<file path="config.mk">
export PLATFORM = sky130hd
export DESIGN_NAME = one_hot_register_bank
export DESIGN_NICKNAME = d
export VERILOG_FILES = /design/src/rtl/one_hot_register_bank.sv
export SDC_FILE = /design/constraint.sdc
export NUM_CORES = 1
export LEC_CHECK = 0
export ABC_AREA = 0
export ABC_CLOCK_PERIOD_IN_PS = 10000
export CAP_MARGIN = 20
export CELL_PAD_IN_SITES_DETAIL_PLACEMENT = 1
export CELL_PAD_IN_SITES_GLOBAL_PLACEMENT = 1
export CORE_MARGIN = 5
export CORE_UTILIZATION = 47
export CTS_BUF_LIST = sky130_fd_sc_hd__clkbuf_8
export DETAILED_ROUTE_END_ITERATION = 10
export GPL_TIMING_DRIVEN = 0
export PLACE_DENSITY_LB_ADDON = 0.1
export SKIP_LAST_GASP = 1
export SYNTH_ARGS = -nofsm -noshare
export SYNTH_HDL_FRONTEND = slang
export SYNTH_SLANG_ARGS = --single-unit
</file>
<file path="constraint.sdc">
create_clock -name clk -period 10 [get_ports clk]
set_input_delay 3 -clock clk [delete_from_list [all_inputs] [get_ports clk]]
set_output_delay 3 -clock clk [all_outputs]
set_load 0.005 [all_outputs]
</file>
<file path="src/rtl/one_hot_register_bank.sv">
// ----------------------------------------------------------------------------
// one_hot_register_bank
//
// Eight-entry general-purpose register bank for the MCU datapath. It takes one
// write port addressed by a one-hot enable vector coming straight from the
// 3-to-8 write-address decoder. It has two independent binary-addressed read
// ports that feed the ALU operand muxes. R0 is hardwired to zero.
// Multi-hot write vectors are rejected and recorded in a sticky error flag.
//
// Optional feature (compile-time macro REGBANK_BYPASS_EN):
//   When defined, a read port whose address matches the target of a
//   qualified single-hot write in the current cycle returns wr_data
//   combinationally (write-through forwarding). When not defined, reads
//   return stored contents only.
//
// Ports:
//   clk        in   rising-edge clock
//   rst        in   synchronous active-high reset (registers, wr_err, wr_count)
//   wr_onehot  in   [NUM_REGS-1:0]      one-hot write enable, all-zero = idle
//   wr_data    in   [BUS_WIDTH-1:0]     write data
//   rd_addr_a  in   [ADDRESS_WIDTH-1:0] read port A address
//   rd_addr_b  in   [ADDRESS_WIDTH-1:0] read port B address
//   rd_data_a  out  [BUS_WIDTH-1:0]     read port A data (combinational)
//   rd_data_b  out  [BUS_WIDTH-1:0]     read port B data (combinational)
//   wr_err     out  sticky flag, a multi-hot write vector was seen
//   wr_count   out  [7:0] committed writes since reset, saturating at 8'hFF
//
// NUM_REGS must equal 2**ADDRESS_WIDTH so every read address maps to an entry.
// ----------------------------------------------------------------------------
module one_hot_register_bank #(
    parameter int BUS_WIDTH     = 8,
    parameter int ADDRESS_WIDTH = 3,
    parameter int NUM_REGS      = 8
) (
    input  logic                     clk,
    input  logic                     rst,
    input  logic [NUM_REGS-1:0]      wr_onehot,
    input  logic [BUS_WIDTH-1:0]     wr_data,
    input  logic [ADDRESS_WIDTH-1:0] rd_addr_a,
    input  logic [ADDRESS_WIDTH-1:0] rd_addr_b,
    output logic [BUS_WIDTH-1:0]     rd_data_a,
    output logic [BUS_WIDTH-1:0]     rd_data_b,
    output logic                     wr_err,
    output logic [7:0]               wr_count
);

    // Storage. Entry 0 is never written and reads are forced to zero, so it
    // stays a constant-zero register.
    logic [BUS_WIDTH-1:0]     regs_q [NUM_REGS];
    logic [BUS_WIDTH-1:0]     regs_d [NUM_REGS];
    logic                     wr_err_q, wr_err_d;
    logic [7:0]               wr_count_q, wr_count_d;

    // Write qualification signals
    logic [NUM_REGS-1:0]      eff;
    logic                     wr_single;
    logic                     wr_multi;
    logic [ADDRESS_WIDTH-1:0] wr_idx;

    // Bit 0 is dropped so a stray R0 enable is just "no write".
    // (x & (x-1)) == 0 tests for at most one bit set.
    always_comb begin
        eff       = {wr_onehot[NUM_REGS-1:1], 1'b0};
        wr_single = (eff != '0) && ((eff & (eff - NUM_REGS'(1))) == '0);
        wr_multi  = (eff != '0) && !wr_single;
    end

    // One-hot to binary index. The result only matters when wr_single is set.
    always_comb begin
        wr_idx = '0;
        for (int i = 1; i < NUM_REGS; i++) begin
            if (eff[i]) begin
                wr_idx = ADDRESS_WIDTH'(i);
            end
        end
    end

    always_comb begin
        regs_d     = regs_q;
        wr_err_d   = wr_err_q | wr_multi;
        wr_count_d = wr_count_q;
        if (wr_single) begin
            regs_d[wr_idx] = wr_data;
            if (wr_count_q != 8'hFF) begin
                wr_count_d = wr_count_q + 8'd1;
            end
        end
    end

    // Reset wins over a coincident write: the write is simply dropped.
    always_ff @(posedge clk) begin
        if (rst) begin
            for (int i = 0; i < NUM_REGS; i++) begin
                regs_q[i] <= '0;
            end
            wr_err_q   <= 1'b0;
            wr_count_q <= 8'd0;
        end else begin
            regs_q     <= regs_d;
            wr_err_q   <= wr_err_d;
            wr_count_q <= wr_count_d;
        end
    end

    // Read ports. Address 0 always returns zero.
`ifdef REGBANK_BYPASS_EN
    // wr_idx is never 0 when wr_single is set, so R0 never forwards. Multi-hot
    // vectors never forward either.
    logic fwd_ok;
    assign fwd_ok = wr_single && !rst;

    always_comb begin
        if (rd_addr_a == '0) begin
            rd_data_a = '0;
        end else if (fwd_ok && (rd_addr_a == wr_idx)) begin
            rd_data_a = wr_data;
        end else begin
            rd_data_a = regs_q[rd_addr_a];
        end

        if (rd_addr_b == '0) begin
            rd_data_b = '0;
        end else if (fwd_ok && (rd_addr_b == wr_idx)) begin
            rd_data_b = wr_data;
        end else begin
            rd_data_b = regs_q[rd_addr_b];
        end
    end
`else
    always_comb begin
        rd_data_a = (rd_addr_a == '0) ? '0 : regs_q[rd_addr_a];
        rd_data_b = (rd_addr_b == '0) ? '0 : regs_q[rd_addr_b];
    end
`endif

    assign wr_err   = wr_err_q;
    assign wr_count = wr_count_q;

endmodule

</file>
======== After elaboration in Yosys (flattened, before gate mapping) ========
Cells that the tools add are included.
cells by class
  muxes and demuxes ....................... 18
  bitwise logic cells ..................... 5
  reduce and logical (&&, ||, !) cells .... 9
  add/sub/neg operators ................... 2
  eq/ne operators ......................... 1
  $lt $le $gt $ge ......................... 4
operators by type and width
  cell                 number
  $bwmux 64            1
  $mux 8               7
  $bmux 8 s3           2
  $demux 8 s3          1
  $mux 3               6
  $ge 4x4->1 const B   3
  $not 3->4            3
  $add 8x1->8 const B  1
  $and 8x8->8          1
  $logic_not 8->1      1
  $ne 8x8->1 const B   1
  $sub 8x1->8 const B  1
  $reduce_bool 7->1    1
  $logic_not 3->1      2
  $lt 4x1->1 const B   1
  $logic_and 1x1->1    3
  $reduce_and 2->1     1
  $logic_not 1->1      1
  $mux 1               1
  $or 1x1->1           1
storage, ports and cells
  register bits after elaboration ......... 73
  logic and storage cells ................. 49
  bits of input ports ..................... 24
  output and inout bits ................... 25

======== Depth between registers and ports, before layout ========
Gate-level depths: netlist (run 1).
  word-level depth ........................ 13
  gate-level depth with buffers ........... 8
  gate-level depth less buffers ........... 6

======== Worst setup path before layout (run 1) ========
No wires, ideal clock.
  kind .................................... input-to-output
  from .................................... in rd_addr_b[0]
  to ...................................... out rd_data_b[0]
  required time ........................... 7.000 ns
  setup slack ............................. 2.563 ns
  path buffers ............................ 3
  arrival ................................. 4.437 ns
  stages on the path ...................... 6
  cell sequence ........................... clkbuf_1 -> clkbuf_1 -> or2_2 -> buf_1 -> o21ai_0 -> a221oi_1
between the ends
  longest elaborated chain between the ends .. 5
  elaborated cells on any way between the ends .. 6
  those cells by class .................... mux: 4; bitwise: 1; reduce/logical: 1
ends and longest elaborated chain
  element                                     line  RTL
  from (decl)                                 40    input logic [ADDRESS_WIDTH-1:0] rd_addr_b,
  $not 3->4 (implied by the code)             132   rd_data_b = (rd_addr_b == '0) ? '0 : regs_q[rd_addr_b];
  $bmux 8 s3                                  132
  $mux 8 (implied by the code) (2 in series)  132
  $mux 8 (*)                                  132
  to (decl)                                   42    output logic [BUS_WIDTH-1:0] rd_data_b,
Mark *: on every way between the ends. The rest lies on a longest branch, timed or not. The select of a mux whose other input is x is not followed.

======== Final worst setup path (run 1) ========
  from .................................... in rd_addr_b[0]
  to ...................................... out rd_data_b[2]
The elaborated chain is that of the path after synthesis.

==> metrics.yaml, run 1 <==
syn_inst: 442
grt_max_degree: 12
num_vias: 3712
cts_tree: "done"
synthToLayoutAreaGrowth_pct: 18.6
dpl.hpwl_mm: 9.16
hold_depth: 1
row_count: 33
grt_use_met1_pct: 33.6
min_path_type: "flip-flop to flip-flop"
h-tree-depth: 3
p_per_area_nw_per_um2: 132
cts_hold_buffers: 0
dr.pass1.iters: 4
min_to: "regs_q[62]$_SDFFE_PP0P_"
ir_worst_vdd_uv: 61.8
cp-start-kind: "input port"
synth_area_leaders: "dfxtp_1 37%, mux2i_1 11%, mux4_2 8.6%"
dp_slack_ns: 1.30
io-pin-count: 49
hp-start: "regs_q[62]$_SDFFE_PP0P_"
ant_nets: 0
crit_type: "input port to primary output"
r2r-start: "wr_count[0]$_SDFFE_PP0P_"
grt_pass1_wl_mm: 20.2
slew_viol_final: 0
grt.overflow.total: 0
dieWidth_um: 102
drc: 0
synth_edf_count: 0
power.leakage_nw: 1.59
synth-main-ff-cell: "dfxtp_1"
async_reset_ff_share_pct: 0
yosysUniqueCellTypes: 42
fin_ws_ns: 1.26
core_um2: 8220
r2r-end: "wr_count[3]$_SDFFE_PP0P_"
outcome: "completed"
postCtsSetupRepairBufs: 0
clock_skew_ns: 0.00283
clk_latency_ns: 0.35
max-clock-path-buffers: 2
use_met3_pct: 5.58
yosys_warnings: 0
top_usage_layer: "met2"
numCtsBuffers: 9
finalWirelength_mm: 12.9
worst_slew_pin_slew_ns: 0.889
max_freq_mhz: 114
netlist.area_leader.share_pct: 37.0
final_util_pct: 57.0
synth_nets: 467
ys_ff_latch: 73
cts-root-buf: "clkbuf_8"
nFillCells: 954
fin_crit_sh_pct: 87.4
die_area_um2: 10300
yosysSeqAreaShare_pct: 37.0
antenna_cells: 0
clk_pin_slew_ns: 0.07
drive_gt1_share_pct: 9.48
grt_usage_pct: 25.7
numPortBuffers: 39
required_ns: 7.00
grt_use_met2_pct: 41.5
slew_headroom_pct: 40.8
syn-cell-area_um2: 3950
place_congestion: 0.830
cts_sinks: 73
hold_viol: 0
setup_tns_ns: 0
setup_viol: 0
period_needed_ns: 8.74
arrival_ns: 5.74
routedWlPerCell_um: 21.5
ff2ff_setup_slack_ns: 8.14
ff2ff_path_depth: 6
yosys.area.top_type: "dfxtp_1"
rsz0062_at_grt: "false"
first_global_vias: 3776
syn_avg_cell_area_um2: 8.94
die_height_um: 102
cp-end-kind: "primary output"
total_power_w: 0.000621
initial_utilization_pct: 48.1
post_cts_resized: 0
drt_iter0_markers: 173
maxCapViolations: 0
viasPerCell: 6.18
critPathMaxFanout: 10
antenna_found_initial: 0
nets: 517
worst max path at each step:
stage,from,end,slack [ns],cells past startpoint
floorplan,rd_addr_b[0],rd_data_b[0],2.56,6
global placement,rd_addr_a[1],rd_data_a[2],1.29,7
detailed placement,rd_addr_a[1],rd_data_a[2],1.30,7
CTS,rd_addr_a[1],rd_data_a[2],1.29,7
global route,rd_addr_b[0],rd_data_b[2],1.02,7
finish,rd_addr_b[0],rd_data_b[2],1.26,7
logic make-up after synthesis:
| logic type | count (synthesis) | share of synthesized area [%] |
|---|---|---|
| DFF | 73 | 37.0 |
| xor gates and xnor gates | 1 | 0.222 |
| muxes | 64 | 21.2 |
| adders and majority gates | 2 | 0.570 |
| AOI/OAI and AO/OA | 99 | 15.1 |
| buffers and inverters | 47 | 4.88 |
| and+or+nand+nor | 156 | 21.0 |
placed cells by master, fill, tap and decap left out, drive strengths merged, types with 6 or more instances in the layout:
cell type,netlist,routed
or4,6,6
nand3,27,27
clkbuf,28,41
dfxtp,73,73
mux2,7,7
mux2i,42,42
nor2b,19,19
o21ai,31,31
clkdlybuf4s50,0,39
inv,11,11
mux4,15,15
nand2b,19,19
a21oi,42,42
nor2,36,36
nand2,29,29
buf,8,8
a221oi,15,15
layout make-up:
type                    count  area, µm²  area share (%)
inverters                  11       41.3           0.881
repair buffers             39        390            8.33
clock inverters             2       35.0           0.748
clock buffers              13        179            3.82
multi-input cells         322       2300            49.0
well taps                 105        131            2.80
plain buffers              36        151            3.23
flip-flops and latches     73       1460            31.2
per-layer routing:
layer	share of wire, %	up-vias
met5	0	-
met4	1.8	0
met2	48	148
li1	-	1696
met3	7.1	21
met1	43	1847
sequential cells by signal, summed over array words and instances (netlist names):
name / count
wr_count: 8
wr_err: 1
regs_q: 64
critical path, stage by stage:
cell and delay, ns:
clkbuf_1 0.57, clkbuf_1 0.49, or2_2 0.21, buf_1 0.36, o21ai_0 0.15, a221oi_1 0.38, clkdlybuf4s50_1 0.58
metrics by stage:
stage          hold WS (ns)  cell area, µm²  cells
2_1_floorplan         0.433            3950    442
3_3_place_gp          0.448            4470    586
3_5_place_dp          0.459            4470    586
4_1_cts               0.472            4690    601
5_1_grt               0.480            4690    601
6_report              0.470            4690    601
power by group:
group	switching (W)	internal, W
registers	0.00000147	0.000292
clock network	0.000113	0.000141
logic	0.0000444	0.0000286
total	0.000159	0.000462
Yosys cell counts (7+ instances only):
| library cell | count |
|---|---|
| dfxtp_1 | 73 |
| nor2b_1 | 19 |
| mux2i_1 | 42 |
| nor2_1 | 36 |
| nand2b_1 | 19 |
| mux2_2 | 7 |
| a21oi_1 | 42 |
| a221oi_1 | 15 |
| mux4_2 | 15 |
| nand2_1 | 29 |
| o21ai_0 | 30 |
| nand3_1 | 26 |
| clkbuf_1 | 28 |
| inv_1 | 11 |
No activity file was read; power rests on OpenSTA's default activity.
==> run 2, diff against run 1 <==
--- a/config.mk
+++ b/config.mk
@@ -16,7 +16,9 @@
 export DETAILED_ROUTE_END_ITERATION = 10
 export GPL_TIMING_DRIVEN = 0
 export PLACE_DENSITY_LB_ADDON = 0.1
+export REMOVE_ABC_BUFFERS = 1
 export SKIP_LAST_GASP = 1
+export SLEW_MARGIN = 20
 export SYNTH_ARGS = -nofsm -noshare
 export SYNTH_HDL_FRONTEND = slang
 export SYNTH_SLANG_ARGS = --single-unit
==> metrics.yaml, run 2 (synthesis results as in run 1) <==
core_um2: 8220  # unchanged
ir_worst_vdd_uv: 99.0  # was 61.8 µV
cts_sinks: 73  # unchanged
min_to: "regs_q[59]$_SDFFE_PP0P_"  # was regs_q[62]$_SDFFE_PP0P_
hold_viol: 0  # unchanged
wl_met1_mm: 5.22  # was 5.56 mm
hp-start: "regs_q[59]$_SDFFE_PP0P_"  # was regs_q[62]$_SDFFE_PP0P_
cp-start-kind: "input port"  # unchanged
drt_iter0_markers: 134  # was 173
numCtsBuffers: 9  # unchanged
final_util_pct: 57.4  # was 57.0%
die_area_um2: 10300  # unchanged
largest_reg_flops: 64  # unchanged
clk_pin_slew_ns: 0.07  # about the same
first_global_vias: 3738  # was 3776
numPortBuffers: 47  # was 39
grt.overflow.total: 0  # unchanged
hold_slack_ns: 0.471  # was 0.470 ns
slowest_stage: "clkdlybuf4s50_1"  # unchanged
drive_gt1_share_pct: 11.2  # was 9.48%
p_sw_share_pct: 24.4  # was 25.6%
slew_viol_final: 0  # unchanged
max_stage_delay_ns: 1.14  # was 0.58 ns
nFillCells: 958  # was 954
comb_power_share_pct: 10.9  # was 11.8%
dr.pass1.iters: 4  # unchanged
postPlaceCellArea_um2: 4460  # was 4470 µm²
power.leakage_nw: 1.62  # was 1.59 nW
hold_depth: 1  # unchanged
setup_tns_ns: 0  # unchanged
routedWlPerCell_um: 20.4  # was 21.5 µm
dieWidth_um: 102  # unchanged
synthToLayoutAreaGrowth_pct: 19.4  # was 18.6%
crit_type: "input port to primary output"  # unchanged
cts_tree: "done"  # unchanged
dpl.hpwl_mm: 7.55  # was 9.16 mm
critPathMostFrequentCell: "clkdlybuf4s50_1"  # was clkbuf_1
max-clock-path-buffers: 2  # unchanged
h-tree-depth: 3  # unchanged
post_cts_resized: 0  # unchanged
p_int_w: 0.000493  # was 0.000462 W
critPathMaxFanout: 20  # was 10
r2r-start: "wr_count[0]$_SDFFE_PP0P_"  # unchanged
maxCapViolations: 0  # unchanged
clk_latency_ns: 0.36  # was 0.35 ns
rsz0062_at_grt: "false"  # unchanged
cts_hold_buffers: 0  # unchanged
initial_utilization_pct: 48.1  # unchanged
max_freq_mhz: 112  # was 114 MHz
fin_crit_sh_pct: 89.7  # was 87.4%
worst_slew_pin_slew_ns: 1.15  # was 0.889 ns
ff2ff_path_depth: 6  # unchanged
routed-wl-met2_mm: 5.68  # was 6.23 mm
top_layer_used: "met4"  # unchanged
fin_area_um2: 4720  # was 4690 µm²
p_sw_w: 0.000159  # about the same
p_clk_share_pct: 44.1  # was 40.9%
viasPerCell: 6.15  # was 6.18
ff2ff_setup_slack_ns: 8.18  # was 8.14 ns
wl_met3_um: 703  # was 918 µm
place_congestion: 0.742  # was 0.830
required_ns: 7.00  # about the same
arrival_ns: 5.97  # was 5.74 ns
slew_headroom_pct: 23.0  # was 40.8%
final_common_cell: "dfxtp_1"  # unchanged
p_per_area_nw_per_um2: 138  # was 132 nW/µm²
r2r-end: "wr_count[3]$_SDFFE_PP0P_"  # unchanged
outcome: "completed"  # unchanged
finalWirelength_mm: 11.8  # was 12.9 mm
clock_skew_ns: 0.00430  # was 0.00283 ns
cts-root-buf: "clkbuf_8"  # unchanged
die_height_um: 102  # unchanged
period_needed_ns: 8.97  # was 8.74 ns
row_count: 33  # unchanged
ant_nets: 0  # unchanged
grt_pass1_wl_mm: 19.3  # was 20.2 mm
nets: 493  # was 517
io-pin-count: 49  # unchanged
setup_viol: 0  # unchanged
grt_usage_pct: 24.4  # was 25.7%
postCtsSetupRepairBufs: 0  # unchanged
drc: 0  # unchanged
antenna_cells: 0  # unchanged
power_frac_seq_pct: 45.0  # was 47.3%
num_vias: 3554  # was 3712
min_path_type: "flip-flop to flip-flop"  # unchanged
top_register: "regs_q"  # unchanged
final_cell_mix: "73 x dfxtp_1, 45 x clkdlybuf4s50_1, 42 x mux2i_1"  # was 73 x dfxtp_1, 42 x a21oi_1, 42 x mux2i_1
cp-end-kind: "primary output"  # unchanged
antenna_found_initial: 0  # unchanged
path_cells: "clkdlybuf4s50_1 > nor2b_1 > a221oi_1 > a21oi_1 > clkdlybuf4s50_1"  # was clkbuf_1 > clkbuf_1 > or2_2 > buf_1 > o21ai_0 > a221oi_1 > clkdlybuf4s50_1
grt_max_degree: 69  # was 12
-- run 2: worst max-delay path by stage --
stage / startpoint / to / depth (start not counted)
floorplan: rd_addr_a[1] / rd_data_a[2] / 3
global placement: rd_addr_b[1] / rd_data_b[7] / 4
detailed placement: rd_addr_b[0] / rd_data_b[7] / 4
CTS: rd_addr_b[0] / rd_data_b[7] / 4
global route: rd_addr_b[2] / rd_data_b[7] / 5
finish: rd_addr_a[1] / rd_data_a[0] / 5
-- run 2: layer usage --
layer | global-route usage [%] | vias up
li1 | - | 1661
met1 | 31.6 | 1779
met2 | 40.6 | 95
met3 | 5.03 | 19
met4 | 8.08 | 0
met5 | 0 | -
-- run 2: final cells by class --
type                    instances  area, µm²  share of cell area (%)
multi-input cells             322       2310                    49.0
flip-flops and latches         73       1460                    31.0
repair buffers                 51        528                    11.2
clock buffers                  10        138                    2.92
well taps                     105        131                    2.79
clock inverters                 6        106                    2.26
inverters                      11       41.3                   0.876
-- run 2: per-stage QoR --
| step | total power [W] | std cells | worst slack (ns) |
|---|---|---|---|
| after floorplan | 0.000324 | 406 | 3.34 |
| after global placement | 0.000368 | 558 | 0.917 |
| after detailed placement | 0.000371 | 561 | 1.04 |
| after CTS | 0.000656 | 577 | 1.02 |
| after global routing | 0.000676 | 578 | 0.874 |
| final | 0.000653 | 578 | 1.03 |
-- run 2: critical path: cells and delay by family --
family / cells / cell delay [ns]
buffers and inverters: 2 / 1.69
and+or+nand+nor: 1 / 0.79
AOI/OAI and AO/OA: 2 / 0.47
-- run 2: power by group through the flow --
stage | Sequential (W) | Combinational (W) | Clock, W
floorplan | 0.000300 | 0.0000241 | 0
global placement | 0.000300 | 0.0000682 | 0
detailed placement | 0.000300 | 0.0000707 | 0
CTS | 0.000294 | 0.0000710 | 0.000291
global route | 0.000294 | 0.0000769 | 0.000305
finish | 0.000294 | 0.0000713 | 0.000288
==> run 3, diff against run 2 <==
--- a/config.mk
+++ b/config.mk
@@ -6,7 +6,6 @@
 export NUM_CORES = 1
 export LEC_CHECK = 0
 export ABC_AREA = 0
-export ABC_CLOCK_PERIOD_IN_PS = 10000
 export CAP_MARGIN = 20
 export CELL_PAD_IN_SITES_DETAIL_PLACEMENT = 1
 export CELL_PAD_IN_SITES_GLOBAL_PLACEMENT = 1
==> results of run 3 <==
Same layout as run 2: the final DEF is identical, and so are final timing and power.
